<file path="src/rtl/portb_irq_detect_pkg.sv">
// Shared constants for the PORTB interrupt front end: register map, CTRL bit
// positions and the CTRL reset value.
package portb_irq_detect_pkg;

  // Register select values on reg_addr.
  localparam logic [1:0] ADDR_IOCBP = 2'd0;
  localparam logic [1:0] ADDR_IOCBN = 2'd1;
  localparam logic [1:0] ADDR_IOCBF = 2'd2;
  localparam logic [1:0] ADDR_CTRL  = 2'd3;

  // CTRL bit positions.
  localparam int unsigned CTRL_INTEDG  = 0;
  localparam int unsigned CTRL_INT_DIS = 1;

  // INTEDG=1 (rising edge), INT_DIS=0.
  localparam logic [7:0] CTRL_RST = 8'h01;

endpackage

</file>
<file path="src/rtl/irq_pulse_stretch.sv">
// Request stretcher: each event (re)loads a down-counter with PULSE_LEN and the
// request stays high while the counter is non-zero, so the multi-cycle core is
// guaranteed to see it at its next interrupt check.
//   clk   : system clock
//   rst   : asynchronous active-low reset
//   evt_i : single-cycle event
//   req_o : registered stretched request
module irq_pulse_stretch #(
  parameter int unsigned PULSE_LEN = 6
) (
  input  logic clk,
  input  logic rst,
  input  logic evt_i,
  output logic req_o
);

  localparam int unsigned CntW = $clog2(PULSE_LEN + 1);

  logic [CntW-1:0] cnt_q, cnt_d;
  logic            req_q, req_d;

  always_comb begin
    cnt_d = cnt_q;
    if (evt_i) begin
      // Retrigger reloads rather than accumulates.
      cnt_d = CntW'(PULSE_LEN);
    end else if (cnt_q != '0) begin
      cnt_d = cnt_q - CntW'(1);
    end
    // Registered view of (counter != 0): high the cycle after the event.
    req_d = (cnt_d != '0);
  end

  always_ff @(posedge clk or negedge rst) begin
    if (!rst) begin
      cnt_q <= '0;
      req_q <= 1'b0;
    end else begin
      cnt_q <= cnt_d;
      req_q <= req_d;
    end
  end

  assign req_o = req_q;

endmodule

</file>
<file path="src/rtl/portb_irq_detect.sv">
// PORTB interrupt-source front end. Synchronises the PORTB pins, detects edges,
// maintains IOCBP/IOCBN/IOCBF/CTRL and drives stretched INT and IOC requests.
//   clk         : system clock
//   rst         : asynchronous active-low reset
//   rb_pin      : raw asynchronous PORTB levels, bit 0 is INT
//   reg_we      : register write strobe
//   reg_addr    : 0=IOCBP 1=IOCBN 2=IOCBF 3=CTRL
//   reg_wdata   : write data
//   reg_rdata   : combinational read of the selected register
//   int_req     : stretched INT request
//   ioc_req     : stretched IOC request
//   ioc_pending : high while any IOCBF flag is set
module portb_irq_detect
  import portb_irq_detect_pkg::*;
#(
  parameter int unsigned PORT_W      = 8,
  parameter int unsigned SYNC_STAGES = 2,
  parameter int unsigned PULSE_LEN   = 6
) (
  input  logic              clk,
  input  logic              rst,
  input  logic [PORT_W-1:0] rb_pin,
  input  logic              reg_we,
  input  logic [1:0]        reg_addr,
  input  logic [7:0]        reg_wdata,
  output logic [7:0]        reg_rdata,
  output logic              int_req,
  output logic              ioc_req,
  output logic              ioc_pending
);

  logic [PORT_W-1:0] sync_q [SYNC_STAGES];
  logic [PORT_W-1:0] sync_d [SYNC_STAGES];
  logic [PORT_W-1:0] prev_q;
  logic [PORT_W-1:0] iocbp_q, iocbp_d;
  logic [PORT_W-1:0] iocbn_q, iocbn_d;
  logic [PORT_W-1:0] iocbf_q, iocbf_d;
  logic [1:0]        ctrl_q, ctrl_d;

  logic [PORT_W-1:0] s, rise, fall, ioc_set;
  logic              int_event, ioc_event;

  always_comb begin
    sync_d[0] = rb_pin;
    for (int i = 1; i < int'(SYNC_STAGES); i++) begin
      sync_d[i] = sync_q[i-1];
    end
  end

  assign s    = sync_q[SYNC_STAGES-1];
  assign rise = s & ~prev_q;
  assign fall = ~s & prev_q;

  // Edge enables come from the registered IOCBP/IOCBN, so a write only
  // affects edges in the following cycle.
  assign ioc_set   = (rise & iocbp_q) | (fall & iocbn_q);
  assign ioc_event = |ioc_set;
  assign int_event = ~ctrl_q[CTRL_INT_DIS] &
                     (ctrl_q[CTRL_INTEDG] ? rise[0] : fall[0]);

  always_comb begin
    iocbp_d = iocbp_q;
    iocbn_d = iocbn_q;
    ctrl_d  = ctrl_q;
    // Software may only clear flags; a hardware set in the same cycle wins.
    iocbf_d = iocbf_q | ioc_set;
    if (reg_we) begin
      unique case (reg_addr)
        ADDR_IOCBP: iocbp_d = reg_wdata[PORT_W-1:0];
        ADDR_IOCBN: iocbn_d = reg_wdata[PORT_W-1:0];
        ADDR_IOCBF: iocbf_d = (iocbf_q & reg_wdata[PORT_W-1:0]) | ioc_set;
        ADDR_CTRL:  ctrl_d  = reg_wdata[1:0];
        default:    ;
      endcase
    end
  end

  always_ff @(posedge clk or negedge rst) begin
    if (!rst) begin
      for (int i = 0; i < int'(SYNC_STAGES); i++) begin
        sync_q[i] <= '0;
      end
      prev_q  <= '0;
      iocbp_q <= '0;
      iocbn_q <= '0;
      iocbf_q <= '0;
      ctrl_q  <= CTRL_RST[1:0];
    end else begin
      for (int i = 0; i < int'(SYNC_STAGES); i++) begin
        sync_q[i] <= sync_d[i];
      end
      prev_q  <= s;
      iocbp_q <= iocbp_d;
      iocbn_q <= iocbn_d;
      iocbf_q <= iocbf_d;
      ctrl_q  <= ctrl_d;
    end
  end

  always_comb begin
    reg_rdata = '0;
    unique case (reg_addr)
      ADDR_IOCBP: reg_rdata = 8'(iocbp_q);
      ADDR_IOCBN: reg_rdata = 8'(iocbn_q);
      ADDR_IOCBF: reg_rdata = 8'(iocbf_q);
      ADDR_CTRL:  reg_rdata = {6'b0, ctrl_q};
      default:    reg_rdata = '0;
    endcase
  end

  assign ioc_pending = |iocbf_q;

  irq_pulse_stretch #(
    .PULSE_LEN(PULSE_LEN)
  ) u_int_stretch (
    .clk  (clk),
    .rst  (rst),
    .evt_i(int_event),
    .req_o(int_req)
  );

  irq_pulse_stretch #(
    .PULSE_LEN(PULSE_LEN)
  ) u_ioc_stretch (
    .clk  (clk),
    .rst  (rst),
    .evt_i(ioc_event),
    .req_o(ioc_req)
  );

endmodule

</file>
<file path="config.mk">
export PLATFORM = sky130hd
export DESIGN_NAME = portb_irq_detect
export DESIGN_NICKNAME = d
export VERILOG_FILES = /design/src/rtl/portb_irq_detect_pkg.sv /design/src/rtl/irq_pulse_stretch.sv /design/src/rtl/portb_irq_detect.sv
export SDC_FILE = /design/constraint.sdc
export NUM_CORES = 1
export LEC_CHECK = 0
export BUFFER_PORTS_ARGS = -buffer_cell sky130_fd_sc_hd__buf_4
export CAP_MARGIN = 25
export CORE_MARGIN = 3
export CORE_UTILIZATION = 55
export CTS_BUF_LIST = sky130_fd_sc_hd__clkbuf_4 sky130_fd_sc_hd__clkbuf_8
export DETAILED_ROUTE_END_ITERATION = 8
export PLACE_DENSITY = 0.86
export SLEW_MARGIN = 20
export SYNTH_ARGS = -nofsm -noshare
export SYNTH_HDL_FRONTEND = slang
export SYNTH_SLANG_ARGS = --single-unit
</file>
<file path="constraint.sdc">
create_clock -name clk -period 3.2 [get_ports clk]
set_input_delay 0.48 -clock clk [delete_from_list [all_inputs] [get_ports clk]]
set_output_delay 0.48 -clock clk [all_outputs]
set_load 0.02 [all_outputs]
</file>
==> impl_metrics.py <==
metrics = {
    "synth": {
        "synth-seq-cells": 58,
        "netlist_instances": 184,
        "synth.avg_cell_area_um2": 13.0,
        "ys_seq_area_share_pct": 60.7,
        "mappedNetlistNets": 211,
        "synth.distinct_cells": 31,
        "yosysWarnings": 0,
        "netlist_area_um2": 2390,
    },
    "finish": {
        "layout-drive-gt1-share_pct": 31.1,
        "final_util_pct": 70.5,
        "areaGrowthSynthToFinish_pct": 20.2,
        "postLayoutCellArea_um2": 2880,
        "diodes": 0,
        "num-fill-cells": 299,
        "final_nets": 251,
    },
    "critical_path": {
        "crit_chain": "buf_4 -> nor2b_1 -> nand2_1 -> o21ai_0 -> buf_4",
        "cp_num_buf_inv": 2,
        "crit_start": "reg_addr[1]",
        "path_common_cell": "buf_4",
        "crit_slowest_cell": "nor2b_1",
        "worstPathMaxFanout": 13,
        "cpLargestDelayFamily": "simple AND/OR/NAND/NOR gates",
        "r2r-start": "u_int_stretch.cnt_q[0]",
        "critical_path.max_stage_delay_ps": 370,
        "cp-start-kind": "input pin",
        "required_ps": 2720,
        "path_class": "input pin to output port",
        "critPathCaptureType": "output port",
        "arrival_ps": 1440,
    },
    "grt": {
        "grt_max_degree": 59,
        "grt_use_met2_pct": 31.1,
        "grt_pass1_wl_um": 7470,
        "antenna_found_initial": 0,
        "grt_pass1_vias": 1569,
        "grt-ovfl-total": 0,
        "grt.busiest_layer": "met2",
        "grtUsageTotal_pct": 19.8,
        "use_met3_pct": 6.37,
        "gr-usage-met1_pct": 25.2,
    },
    "clock_tree": {
        "cts_root_buffer": "clkbuf_8",
        "max-clock-path-buffers": 2,
        "cts_tree": "built",
        "cts_sinks": 58,
        "insertion_delay_ps": 330,
        "cts_hold_buf": 0,
        "htree_levels": 3,
        "clkSlewWorstSetupHoldPaths_ps": 60,
        "ctsResizeCount": 0,
        "numCtsBuffers": 9,
        "cts_setup_buffers": 0,
    },
    "sta": {
        "finalSetupViolations": 0,
        "max_freq_mhz": 520,
        "finClkSkew_ps": 2.81,
        "finalMaxSlewViolations": 0,
        "worstMarginPinSlew_ps": 704,
        "finalHoldViolCount": 0,
        "final.setup.tns_ps": 0,
        "rsz0062_at_grt": "no",
        "fin_crit_ps": 1920,
        "slew_headroom_pct": 53.1,
        "fin_crit_sh_pct": 60.1,
    },
    "status": {
        "status": "complete, no violations",
    },
    "floorplan": {
        "dieWidth_um": 72.0,
        "io_pins": 32,
        "rows": 23,
        "dieHeight_um": 72.0,
        "fp.coreArea_um2": 4090,
        "initial_utilization_pct": 58.6,
        "dieArea_um2": 5180,
    },
    "worst_hold_path": {
        "holdCritPathClass": "input pin to asynchronous set/reset pin",
    },
    "flow_run": {
        "max_cap_violations": 0,
    },
    "route": {
        "vias_per_cell": 5.60,
        "wire_per_inst_um": 15.9,
        "drt_iter0_markers": 108,
        "ant_nets": 0,
        "drc": 0,
        "routed_wl_um": 4430,
        "vias": 1556,
        "drtPass1Iterations": 4,
    },
    "power_and_ir_drop": {
        "powerDensity_nw_per_um2": 694,
        "ir_drop_uv": 436,
        "leakagePower_uw": 0.00129,
    },
    "place": {
        "gp_congestion": 0.765,
        "hpwlAfterDp_um": 2960,
        "portBuffers": 31,
        "placed_area_um2": 2670,
    },
}
cell families after synthesis:
group / Yosys count / synth area share, %
AO/OA/AOI/OAI: 25 / 5.43
XOR/XNOR: 2 / 0.732
adder cells (fa/ha/maj): 6 / 3.13
buffers and inverters: 11 / 2.19
flip-flops: 58 / 60.7
multiplexers: 27 / 13.4
AND/OR/NAND/NOR: 55 / 14.4
report_power, final:
group | internal, uW | switching [uW]
logic | 184 | 202
clock network | 426 | 269
registers | 842 | 75.1
total | 1450 | 546
synthesized netlist by cell type:
master     number  share of area, %
a21oi_1         2              0.42
a31oi_1         1              0.26
and3_1          1              0.26
buf_4           1              0.31
buf_6           1              0.47
dfrtp_1        57                60
dfstp_2         1               1.1
ha_1            6               3.1
inv_1           9               1.4
mux2_2         18               8.5
mux2i_1         7               2.9
mux4_1          1               1.1
mux4_2          1              0.94
nand2_1        17               2.7
nand2b_1        8               2.1
nand3_1         4              0.84
nand3b_1       13               4.1
nand3b_4        1              0.84
nor2_1          2              0.31
nor2b_1         1              0.26
nor3_1          1              0.21
nor3b_4         1              0.78
nor4_1          2              0.52
nor4_2          2               1.0
o2111ai_1       1              0.37
o21ai_0        17               3.6
o21ai_1         4              0.84
or2_2           1              0.26
or3_1           1              0.26
xnor2_1         1              0.37
xor2_1          1              0.37
stage by stage:
step	setup slack [ps]	std cells	hold slack [ps]	power, uW
floorplan	1520	184	184	1170
detailed placement	1270	263	338	1310
global route	1200	278	230	2100
CTS	1270	278	215	2020
finish	1280	278	197	2000
global placement	1270	263	332	1280
registers in the layout, summed over array words and instances, names as in the netlist:
register             flops
ctrl_q                   2
iocbf_q                  8
iocbn_q                  8
iocbp_q                  8
prev_q                   8
s                        8
sync_d                   8
u_int_stretch.cnt_q      3
u_int_stretch.req_o      1
u_ioc_stretch.cnt_q      3
u_ioc_stretch.req_o      1
path summary, 6_finish.rpt:
check                                       to  slack, ps  cells past startpoint
max in group asynchronous                 s[0]       2540                      1
setup / recovery                  reg_rdata[5]       1280                      5
min in group clk                     sync_d[2]        250                      1
setup reg to reg           u_int_stretch.req_o       1630                      6
hold / removal                      iocbp_q[2]        200                      1
hold reg to reg                           s[7]        350                      0
layer usage:
| layer | wire length [um] | vias up |
|---|---|---|
| li1 | - | 729 |
| met1 | 1920 | 776 |
| met2 | 2240 | 42 |
| met3 | 186 | 9 |
| met4 | 85 | 0 |
| met5 | 0 | - |
cells in the final DEF (no fill, tap or decap), drive strengths merged:
cell type / n
mux2: 18
a31oi: 1
nor4: 4
mux4: 2
o2111ai: 1
or3: 1
dfrtp: 57
nand3b: 14
mux2i: 7
nor3b: 1
nand2: 17
xnor2: 1
xor2: 1
nor2: 2
dfstp: 1
a21oi: 2
clkbuf: 13
inv: 9
nand3: 4
nor3: 1
and3: 1
o21ai: 21
ha: 6
nand2b: 8
buf: 31
or2: 1
bufinv: 1
clkinv: 1
nor2b: 1
layout make-up:
cell class                      count  area (um^2)  area share (%)
Clock inverter                      2         35.0            1.22
Sequential cell                    58         1450            50.5
Clock buffer                       13          173            6.00
Tap cell                           50         62.6            2.17
Multi-Input combinational cell    115          890            30.9
Inverter                            9         33.8            1.17
Timing Repair Buffer               31          233            8.08
Power figures use the tool's default switching activity.
